[config.mk]
export PLATFORM = sky130hd
export DESIGN_NAME = ef_smsdac_dly
export DESIGN_NICKNAME = d
export VERILOG_FILES = /design/src/rtl/ef_smsdac_chk_pkg.sv /design/src/rtl/ef_smsdac_dly.sv
export SDC_FILE = /design/constraint.sdc
export NUM_CORES = 1
export LEC_CHECK = 0
export BUFFER_PORTS_ARGS = -buffer_cell sky130_fd_sc_hd__buf_4
export CAP_MARGIN = 10
export CORE_MARGIN = 5
export CORE_UTILIZATION = 55
export CTS_CLUSTER_DIAMETER = 150
export DETAILED_ROUTE_END_ITERATION = 6
export PLACE_DENSITY = 0.78
export SLEW_MARGIN = 20
export SYNTH_ARGS = -nofsm -noshare
export SYNTH_HDL_FRONTEND = slang
export SYNTH_SLANG_ARGS = --single-unit
[constraint.sdc]
create_clock -name clk -period 2.8 [get_ports clk]
set_clock_uncertainty 0.15 [all_clocks]
set_input_delay 0.56 -clock clk [delete_from_list [all_inputs] [get_ports clk]]
set_output_delay 0.56 -clock clk [all_outputs]
set_load 0.02 [all_outputs]
[src/rtl/ef_smsdac_chk_pkg.sv]
// ----------------------------------------------------------------------------
// ef_smsdac_chk_pkg
// Shared definitions for the segmented mismatch-shaping DAC checker:
//   - segment code encoding ({p, n} pairs, or {msb, carry} for segment 3)
//   - segment weights SEG3_W..SEG0_W in units of 1 LSB of the 8-b source word
//   - level decode and weighted contribution helpers
// ----------------------------------------------------------------------------
package ef_smsdac_chk_pkg;

  // Two-bit unit-element code of one segment.
  typedef enum logic [1:0] {
    SEG_IDLE = 2'b00,  // no element on
    SEG_DN   = 2'b01,  // n element on
    SEG_UP   = 2'b10,  // p element on
    SEG_FULL = 2'b11   // both elements on
  } seg_code_e;

  localparam logic [8:0] SEG3_W = 9'd128;
  localparam logic [8:0] SEG2_W = 9'd64;
  localparam logic [8:0] SEG1_W = 9'd32;
  localparam logic [8:0] SEG0_W = 9'd16;

  // Segments 2..0 carry imbalance counters; segment 3 does not.
  localparam int unsigned N_IMB = 3;

  // Element level: number of elements switched on (0, 1 or 2).
  function automatic logic [8:0] seg_level(input logic [1:0] c);
    return {8'b0, c[1]} + {8'b0, c[0]};
  endfunction

  // Weighted contribution of one segment to the reconstructed code.
  function automatic logic [8:0] seg_contrib(input logic [1:0] c, input logic [8:0] w);
    return seg_level(c) * w;
  endfunction

endpackage

[src/rtl/ef_smsdac_dly.sv]
// ----------------------------------------------------------------------------
// ef_smsdac_dly
// W-bit x DEPTH shift register used to align the source word with the DAC
// output codes.
// Ports:
//   clk    in   clock
//   rst_b  in   synchronous active-low reset, clears every stage
//   en     in   1 = shift this cycle, 0 = hold
//   d      in   W  word entering stage 0
//   q      out  W  word from the last stage (d delayed DEPTH enabled samples)
// ----------------------------------------------------------------------------
module ef_smsdac_dly
  import ef_smsdac_chk_pkg::*;
#(
  parameter int unsigned DEPTH = 3,
  parameter int unsigned W     = 8
) (
  input  logic         clk,
  input  logic         rst_b,
  input  logic         en,
  input  logic [W-1:0] d,
  output logic [W-1:0] q
);

  logic [W-1:0] sr [DEPTH];

  always_ff @(posedge clk) begin
    if (!rst_b) begin
      for (int unsigned i = 0; i < DEPTH; i++) begin
        sr[i] <= '0;
      end
    end else if (en) begin
      sr[0] <= d;
      for (int unsigned i = 1; i < DEPTH; i++) begin
        sr[i] <= sr[i-1];
      end
    end
  end

  assign q = sr[DEPTH-1];

endmodule

---- Yosys cells after proc, flatten, opt, wreduce, memory -nomap -nowiden ----
Memories as Yosys holds them, arrays and structs flattened.
Cells that the tools add are included.
storage, ports and cells
  logic and storage cells ................. 11
  output and inout bits ................... 8
  memories kept ........................... 1
  bits in registers ....................... 0
  input bits .............................. 11
  bits in writable memories ............... 24
memories
  name  depth  width  read ports  clocked after Yosys merged registers in  wr ports  line                 text
  sr    3      8      3           0                                        3         ef_smsdac_dly.sv:25  logic [W-1:0] sr [DEPTH];
operators by class
  mux-type cells .......................... 7
  bitwise operators ....................... 3
operator list
  operator          number
  2-to-1 mux 8 bit  3
  2-to-1 mux 1 bit  4
  bitwise OR 1 bit  3

---- Logic depth before layout (Yosys ltp) ----
  word-level depth ........................ 4
  depth in mapped cells ................... 2
  gate-level depth less buffers ........... 1

---- Least setup slack after synthesis ----
Ideal clock, no wire load.
  path kind ............................... input-to-reg
  start point ............................. input port en
  end point ............................... memory sr[0][0] (enable)
  setup slack ............................. 1.081 ns
  cell stages on the path ................. 1
  data required time ...................... 2.266 ns
  arrival ................................. 1.184 ns
  library setup time ...................... 0.384 ns
  buffers on the path ..................... 0
  path through ............................ nand2b_1
RTL lines
  what                line                 text
  start: declaration  ef_smsdac_dly.sv:20  input logic en,
  end: declaration    ef_smsdac_dly.sv:25

==> metrics <==
H-tree lvl count 1; largest registers sr: 24 flops; Ys Warns 0; share of the synthesized area in the top cell type 73.94%; highest metal used met4; Iter 0 DRT Violations 5; total power 716.4 uW; most frequent cells in the layout edfxtp_1, and3_1, buf_4, and3_2, clkbuf_4; R2R Path End sr[0][23]$_SDFFCE_PN0P_; drt via density approximately 5; kind of start point of the critical path input port; CTS Buf Count 3; Post-Syn Area roughly 1000 sq um; cell area power density approximately 650 nW/um^2; flops & latches, synth 24; CTS tree built; R2R setup slack 1830 ps; Final #Nets 84; Final Cell Area between 1000 and 1500 sq um; GP Congestion around 0.67; Hold-fix buffers, CTS 0; dpl cell area ~1100 sq um; Synth area leader edfxtp_1; initial core utilization a little under three fifths; Core Area roughly 1700 sq um; clk_lat worst skew 300 ps; CTS clk-pin slew, worst paths roughly 120 ps; Critical Path RT approximately 2700 ps; final-layout fill cell count 125; min cycle time layout around 1600 ps; outcome finished clean; chip height roughly 52 um; Placed Cells 93; TritonRoute pass-1 iters 4; crit path to sr[0][17]$_SDFFCE_PN0P_; worst slew pin tran around 450 ps; Max VDD drop 0.0003684 V; Sink Count 24; clock buffer depth 2; I/O Pins 19; Setup Viol. Count Final 0; post-route insts no fill 97; share of cells above drive strength 1 between 30% and 40%; syn_nets slightly above 70; residual DRC count 0; r2r worst-path depth 1; Slew Viols, Final 0; routed via count slightly below 500; IO buf count 18; worst relative slew slack about 70%; vias in the first global route between 400 and 500; Worst EP arrival approximately 1500 ps; Post-Synthesis Cells between 60 and 70; Crit Path Class in2reg; largest net degree at the start of global routing 26; Synth area leaders edfxtp_1, and3_1, buf_4, and3_2, buf_6; most common cell after layout, fill and taps aside edfxtp_1; post-route ant nets 0; Min-Delay Path Class in2reg; Hold Fails Final Rpt 0; crit path capture type flip-flop; Reg with most FFs sr; Setup Buffers After CTS 0; ANT cells 0; synth unique cells 7; initial antenna violation count 0; drt total wl 1.123 mm; Syn-to-layout area delta 13.74%; metal3 WL approximately 93 um; die area 2714 sq um; first-pass GRT wire length ~1.8 mm; TNS Setup 0 ps; final worst-path cycle share about 57%; syn avg cell area roughly 16 sq um; crit path from en; gr usage total a little under a tenth; Final Util 64.91%; WL met2 roughly 610 um; clock root cell clkbuf_4; Worst Path Max Fanout 25; LEAKAGE ~0.00052 uW; max_cap viols 0; Die Width roughly 52 um; Worst R2R Start sr[0][15]$_SDFFCE_PN0P_; Metal-1 WL a little over 400 um; Routed WL per cell 11.58 um; row cnt 15; sequential area share after synthesis between 70% and 80%; CTS resizes 0; grt total ovfl 0; RSZ-0062 raised after global routing false; Peak Freq about 620 MHz; max reg flops 24
==> worst max-delay path, cell delays in order <==
cell and delay, ps:
buf_4 180, nand2b_1 410, buf_4 300
==> power breakdown <==
group	total, uW	internal (uW)	switching, uW
Sequential	426	421	5.18
Combinational	53.4	25.1	28.2
Clock	237	145	92.0
Total	716	591	125
==> cell usage after synthesis <==
master	n
and3_1	20
and3_2	4
buf_2	2
buf_4	8
buf_6	2
edfxtp_1	24
nand2b_1	1
==> routing by layer <==
layer	track usage [%]	vias to the layer above
li1	-	243
met3	2.579	2
met1	8.286	221
met4	6.550	0
met5	0	-
met2	17.78	17
==> logic make-up after synthesis <==
group / count (synthesis) / share of synthesized area (%)
DFF: 24 / 73.94
buffers and inverters: 12 / 9.499
and+or+nand+nor: 25 / 16.56
==> layout make-up <==
cell class              instances  area, sq um  area share [%]
well taps                      25        31.28           2.822
clock buffers                   3        22.52           2.032
multi-input cells              25        161.4           14.56
clock inverters                 1        30.03           2.709
repair buffers                 19        142.6           12.87
flip-flops and latches         24        720.7           65.01
==> stage by stage <==
stage	hold WS (ps)	worst slack, ps
after detailed placement	392.7	848.9
final	414.0	1198
after floorplan	384.6	1081
after CTS	407.2	1181
after global routing	401.7	1101
after global placement	387.4	892.3
==> worst min-delay path by stage <==
stage                     depth (start not counted)                   start                 endpoint  slack, ps
final                                             2                    d[7]   sr[0][7]$_SDFFCE_PN0P_        410
after CTS                                         2                    d[7]   sr[0][7]$_SDFFCE_PN0P_        410
after global routing                              2                    d[6]   sr[0][6]$_SDFFCE_PN0P_        400
after floorplan                                   1  sr[0][2]$_SDFFCE_PN0P_  sr[0][10]$_SDFFCE_PN0P_        380
after global placement                            1  sr[0][7]$_SDFFCE_PN0P_  sr[0][15]$_SDFFCE_PN0P_        390
after detailed placement                          1  sr[0][3]$_SDFFCE_PN0P_  sr[0][11]$_SDFFCE_PN0P_        390
(Power assumes the default switching activity.)
